### config.mk
export PLATFORM = sky130hd
export DESIGN_NAME = ahb2_apb_bridge
export DESIGN_NICKNAME = d
export VERILOG_FILES = /design/src/rtl/ahb2_apb_bridge.sv
export SDC_FILE = /design/constraint.sdc
export NUM_CORES = 1
export LEC_CHECK = 0
export BUFFER_PORTS_ARGS = -buffer_cell sky130_fd_sc_hd__buf_2
export CAP_MARGIN = 15
export CELL_PAD_IN_SITES_DETAIL_PLACEMENT = 1
export CELL_PAD_IN_SITES_GLOBAL_PLACEMENT = 1
export CORE_MARGIN = 2
export CORE_UTILIZATION = 42
export CTS_BUF_LIST = sky130_fd_sc_hd__clkbuf_8
export DETAILED_ROUTE_END_ITERATION = 12
export PLACE_DENSITY = 0.84
export SKIP_LAST_GASP = 1
export SLEW_MARGIN = 20
export SYNTH_ARGS = -nofsm -noshare
export SYNTH_HDL_FRONTEND = slang
export SYNTH_SLANG_ARGS = --single-unit
### constraint.sdc
create_clock -name clk -period 11.6 [get_ports clk]
set_input_delay 0.58 -clock clk [delete_from_list [all_inputs] [get_ports clk]]
set_output_delay 0.58 -clock clk [all_outputs]
set_load 0.005 [all_outputs]
### src/rtl/ahb2_apb_bridge.sv
// ahb2_apb_bridge
//   AHB2 slave that turns single AHB transfers into APB4 SETUP/ACCESS
//   sequences, one transfer at a time, stalling the AHB data phase with
//   hreadyo=0 until the APB completer answers. An APB pslverr, or an
//   unsupported hsize, becomes a two-cycle AHB ERROR response.
//
// Ports
//   clk, rst            : single clock, async active-high reset
//   hsel..hreadyi       : AHB slave-side inputs (hburst/hprot ignored)
//   hreadyo/hrdata/hresp: AHB slave response (all registered)
//   psel..pstrb         : APB requester outputs (all registered)
//   prdata/pready/pslverr: APB completer response
module ahb2_apb_bridge #(
  parameter int ADDR_W = 32
) (
  input  logic              clk,
  input  logic              rst,
  input  logic              hsel,
  input  logic [ADDR_W-1:0] haddr,
  input  logic [1:0]        htrans,
  input  logic              hwrite,
  input  logic [2:0]        hsize,
  input  logic [2:0]        hburst,
  input  logic [3:0]        hprot,
  input  logic [31:0]       hwdata,
  input  logic              hreadyi,
  output logic              hreadyo,
  output logic [31:0]       hrdata,
  output logic [1:0]        hresp,
  output logic              psel,
  output logic              penable,
  output logic [ADDR_W-1:0] paddr,
  output logic              pwrite,
  output logic [31:0]       pwdata,
  output logic [3:0]        pstrb,
  input  logic [31:0]       prdata,
  input  logic              pready,
  input  logic              pslverr
);

  typedef enum logic [2:0] {
    S_IDLE, S_LATCH, S_SETUP, S_ACCESS, S_RESP, S_ERR1, S_ERR2
  } state_t;

  state_t              state_q, state_d;
  logic [ADDR_W-1:0]   addr_q, addr_d;
  logic                write_q, write_d;
  logic [1:0]          size_q, size_d;
  logic                hreadyo_q, hreadyo_d;
  logic [1:0]          hresp_q, hresp_d;
  logic [31:0]         hrdata_q, hrdata_d;
  logic                psel_q, psel_d;
  logic                penable_q, penable_d;
  logic [ADDR_W-1:0]   paddr_q, paddr_d;
  logic                pwrite_q, pwrite_d;
  logic [31:0]         pwdata_q, pwdata_d;
  logic [3:0]          pstrb_q, pstrb_d;

  logic                accept;
  logic                size_bad;
  logic [3:0]          strb;

  // Burst type, protection and the SEQ/NONSEQ distinction play no role.
  logic unused_in;
  assign unused_in = ^{hburst, hprot, htrans[0]};

  // hreadyo_q is only high in IDLE/RESP/ERR2, so it doubles as the
  // "may take a new address phase" qualifier.
  assign accept   = hsel & htrans[1] & hreadyi & hreadyo_q;
  assign size_bad = hsize[2] | (&hsize[1:0]);

  always_comb begin
    strb = 4'h0;
    if (write_q) begin
      case (size_q)
        2'd0:    strb = 4'b0001 << addr_q[1:0];
        2'd1:    strb = addr_q[1] ? 4'b1100 : 4'b0011;
        default: strb = 4'hF;
      endcase
    end
  end

  always_comb begin
    state_d  = state_q;
    addr_d   = addr_q;
    write_d  = write_q;
    size_d   = size_q;
    hrdata_d = hrdata_q;
    paddr_d  = paddr_q;
    pwrite_d = pwrite_q;
    pwdata_d = pwdata_q;
    pstrb_d  = pstrb_q;

    case (state_q)
      S_IDLE, S_RESP, S_ERR2: begin
        state_d = S_IDLE;
        if (accept) begin
          addr_d  = haddr;
          write_d = hwrite;
          size_d  = hsize[1:0];
          state_d = size_bad ? S_ERR1 : S_LATCH;
        end
      end
      S_LATCH: begin
        // APB address/control/data are frozen here until the next LATCH.
        paddr_d  = addr_q;
        pwrite_d = write_q;
        pwdata_d = write_q ? hwdata : 32'h0;
        pstrb_d  = strb;
        state_d  = S_SETUP;
      end
      S_SETUP: state_d = S_ACCESS;
      S_ACCESS: begin
        if (pready) begin
          if (!write_q) hrdata_d = prdata;
          state_d = pslverr ? S_ERR1 : S_RESP;
        end
      end
      S_ERR1:  state_d = S_ERR2;
      default: state_d = S_IDLE;
    endcase

    // Handshake outputs are registered copies of the next-state decode.
    hreadyo_d = state_d inside {S_IDLE, S_RESP, S_ERR2};
    hresp_d   = (state_d inside {S_ERR1, S_ERR2}) ? 2'b01 : 2'b00;
    psel_d    = state_d inside {S_SETUP, S_ACCESS};
    penable_d = (state_d == S_ACCESS);
  end

  always_ff @(posedge clk or posedge rst) begin
    if (rst) begin
      state_q   <= S_IDLE;
      addr_q    <= '0;
      write_q   <= 1'b0;
      size_q    <= 2'd0;
      hreadyo_q <= 1'b1;
      hresp_q   <= 2'b00;
      hrdata_q  <= 32'h0;
      psel_q    <= 1'b0;
      penable_q <= 1'b0;
      paddr_q   <= '0;
      pwrite_q  <= 1'b0;
      pwdata_q  <= 32'h0;
      pstrb_q   <= 4'h0;
    end else begin
      state_q   <= state_d;
      addr_q    <= addr_d;
      write_q   <= write_d;
      size_q    <= size_d;
      hreadyo_q <= hreadyo_d;
      hresp_q   <= hresp_d;
      hrdata_q  <= hrdata_d;
      psel_q    <= psel_d;
      penable_q <= penable_d;
      paddr_q   <= paddr_d;
      pwrite_q  <= pwrite_d;
      pwdata_q  <= pwdata_d;
      pstrb_q   <= pstrb_d;
    end
  end

  assign hreadyo = hreadyo_q;
  assign hresp   = hresp_q;
  assign hrdata  = hrdata_q;
  assign psel    = psel_q;
  assign penable = penable_q;
  assign paddr   = paddr_q;
  assign pwrite  = pwrite_q;
  assign pwdata  = pwdata_q;
  assign pstrb   = pstrb_q;

endmodule

==> impl_metrics.py <==
metrics = {
    "clocking": {
        "post_cts_resize_count": 0,
        "clkLatencyLatePin_ns": 0.43,
        "h-tree-depth": 4,
        "numCtsBuffers": 17,
        "holdBufCountCts": 0,
        "cts_setup_buffers": 0,
        "cts_sinks": 143,
        "root_buffer": "clkbuf_8",
        "clockBufferDepth": 2,
        "clkTransAtPathRegs_ns": 0.07,
        "cts_tree": "yes",
    },
    "worst_hold_path": {
        "min_path_type": "input port to asynchronous set/reset pin",
    },
    "critical_path": {
        "crit_chain": "or3b_4, buf_4, mux2_2",
        "crit_type": "flip-flop to flip-flop",
        "critPathCaptureType": "flip-flop",
        "cp_data_required_time_ns": 11.92,
        "slowest_stage": "buf_4",
        "cpPeakStageDelay_ns": 0.69,
        "crit_arrival_ns": 2.68,
        "cp_max_fo": 56,
        "reg2reg_depth": 3,
        "cp-start-kind": "flip-flop",
        "r2r_slack_ns": 9.23,
    },
    "flow_run": {
        "drv_cap": 0,
    },
    "cells_and_area": {
        "drive_above_1_share_pct": 55.31,
        "layout.nets": 733,
        "area_growth_pct": 28.63,
    },
    "drt": {
        "met3_length_um": 848,
        "wl_met1_um": 5141,
        "drt_iter0_markers": 94,
        "vias": 3893,
        "firstDrtPassIters": 4,
        "drc": 0,
        "wl_per_cell_um": 16.53,
        "route.met2.wl_um": 7171,
        "final_antenna_net_count": 0,
        "routed_wl_um": 13370,
        "highest_layer": "met5",
        "viasPerCell": 4.812,
    },
    "sta": {
        "fmax_mhz": 422.8,
        "slew_violations": 0,
        "slew_headroom_pct": 42.10,
        "fin_skew_ns": 0.006335,
        "fin_crit_sh_pct": 20.39,
        "finalHoldViolations": 0,
        "setup_viol": 0,
        "grt_setup_unrepaired": "false",
        "setup_tns_ns": 0,
        "worst_pin_slew_ns": 0.8685,
        "period_needed_ns": 2.365,
    },
    "power_and_ir_drop": {
        "p_switching_mw": 0.5815,
        "p_sw_share_pct": 30.73,
        "power_mw": 1.893,
        "p_leak_nw": 3.833,
        "peakVddDrop_v": 0.0001080,
        "p_int_mw": 1.311,
        "p_comb_share_pct": 32.9,
        "seq_power_share_pct": 43.9,
        "power.density_mw_per_mm2": 261.4,
        "pwr-share-clk_pct": 23.2,
    },
    "synth": {
        "synth_area_sq_mm": 0.005628,
        "synth_cells": 407,
        "synth_xor_area_share_pct": 0,
        "syn_nets": 522,
        "synth-simple-area-share_pct": 7.070,
        "synth_compound_area_share_pct": 4.446,
        "synth_fa_ha_area_share_pct": 0,
        "synth_top_family_by_area": "multiplexers",
        "synth_cell_types": 25,
        "synth_seq_area_share_pct": 63.61,
        "avgSynthCellArea_sq_um": 13.83,
        "ys_ff_latch": 143,
        "ys_warn_count": 0,
        "synthMuxAreaShare_pct": 21.81,
    },
    "grt": {
        "grt_pass1_wl_um": 21400,
        "grt_overflow_total": 0,
        "grt_pass1_vias": 4239,
        "grt_usage_pct": 19.46,
        "grt_max_degree": 83,
        "antenna_found_initial": 3,
    },
    "place": {
        "place.gp.congestion": 0.7391,
        "hpwl_um": 9689,
        "portBuffers": 211,
    },
    "floorplan": {
        "die_area_sq_mm": 0.01434,
        "fp.coreArea_sq_mm": 0.01314,
        "dieWidth_um": 119.8,
        "die-height_um": 119.8,
        "start_util_pct": 42.84,
        "row_count": 42,
        "ios": 221,
    },
    "outcome": {
        "outcome": "complete, no violations",
    },
}
-- cell families (layout without fill, tap and decap cells) --
kind of cell,count (synthesis),after routing
AO/OA/AOI/OAI,49,49
buffers and inverters,25,249
flip-flops,143,143
multiplexers,98,98
other,1,3
AND/OR/NAND/NOR,91,91
-- worst max-delay path, delay by kind of cell (launching register included) --
family                 cells  cell delay, ns
buffers and inverters      1            0.69
flip-flops                 1            0.48
multiplexers               1            0.41
AND/OR/NAND/NOR            1            0.64
-- through the flow --
stage / area, sq um / utilization (%) / std cells / hold slack [ns] / setup slack (ns)
floorplan: 5628 / - / 407 / 0.4711 / 7.184
global placement: 6785 / 51.65 / 775 / 0.4594 / 9.285
detailed placement: 6785 / 51.65 / 775 / 0.4685 / 9.233
CTS: 7231 / 55.04 / 807 / 0.1925 / 9.217
global route: 7239 / 55.10 / 809 / 0.2016 / 9.100
finish: 7239 / 55.10 / 809 / 0.2057 / 9.235
-- registers in the layout, indices dropped and copies added, names as in the netlist --
| register | cells |
|---|---|
| write_q | 1 |
| addr_q | 32 |
| hrdata | 32 |
| hreadyo | 1 |
| penable | 1 |
| pstrb | 4 |
| pwdata | 32 |
| size_q | 2 |
| state_q | 3 |
| psel | 1 |
| hresp | 1 |
| pwrite | 1 |
| paddr | 32 |
-- Yosys cell counts --
| master | number | area share [%] |
|---|---|---|
| nor2_1 | 2 | 0.13 |
| buf_4 | 4 | 0.53 |
| dfstp_2 | 1 | 0.47 |
| and3_1 | 2 | 0.22 |
| nor3_2 | 1 | 0.18 |
| o21ai_0 | 41 | 3.6 |
| o21ba_2 | 1 | 0.18 |
| buf_6 | 8 | 1.6 |
| conb_1 | 1 | 0.067 |
| and4b_1 | 2 | 0.36 |
| dfrtp_1 | 142 | 63 |
| and3b_1 | 1 | 0.16 |
| clkbuf_1 | 11 | 0.73 |
| or2_2 | 2 | 0.22 |
| inv_1 | 2 | 0.13 |
| mux2_4 | 33 | 8.8 |
| or3b_4 | 1 | 0.20 |
| nor3_1 | 2 | 0.18 |
| mux2_2 | 63 | 13 |
| nand3_1 | 2 | 0.18 |
| nand2b_1 | 3 | 0.33 |
| nor2b_1 | 1 | 0.11 |
| a21oi_1 | 7 | 0.62 |
| nand2_1 | 72 | 4.8 |
| mux2_1 | 2 | 0.40 |
-- metal layers --
| layer | global-route usage [%] | up-vias |
|---|---|---|
| met3 | 7.129 | 15 |
| met5 | 0 | - |
| met2 | 34.71 | 136 |
| met1 | 21.13 | 1941 |
| li1 | - | 1799 |
| met4 | 7.132 | 2 |
-- power by group through the flow --
stage	combinational, mW	sequential [mW]	clock [mW]
after floorplan	0.358	0.837	0
after global placement	0.603	0.821	0
after detailed placement	0.633	0.842	0
after CTS	0.635	0.834	0.451
after global routing	0.685	0.862	0.475
final	0.622	0.832	0.439
-- area by class of cell --
class | instances | area [sq um]
Antenna cell | 2 | 5.005
Clock buffer | 18 | 247.7
Clock inverter | 14 | 197.7
Fill cell | 1457 | 5898
Inverter | 2 | 12.51
Multi-Input combinational cell | 239 | 1887
Sequential cell | 143 | 3580
Tap cell | 176 | 220.2
Timing Repair Buffer | 215 | 1090
-- cell usage in the layout, fill, tap and decap left out, types with 2 or more instances in the layout --
master and n:
mux2_1 2, clkinvlp_4 2, or2_2 2, dfrtp_1 142
inv_1 3, nor2_1 2, nand2b_1 3, clkbuf_8 18
nor3_1 2, clkinv_2 5, nand2_1 72, and4b_1 2
mux2_2 63, diode_2 2, a21oi_1 7, buf_2 211
o21ai_0 41, mux2_4 33, bufinv_16 5, nand3_1 2
buf_4 3
-- final timing paths --
kind	start	end
max	state_q[0]	paddr[31]
min	rst	hrdata[31]
max reg2reg	state_q[0]	paddr[31]
min reg2reg	pwrite	pwrite
max in group asynchronous	rst	hrdata[27]
min in group clk	haddr[7]	addr_q[7]
No activity file was read; power rests on OpenSTA's default activity.
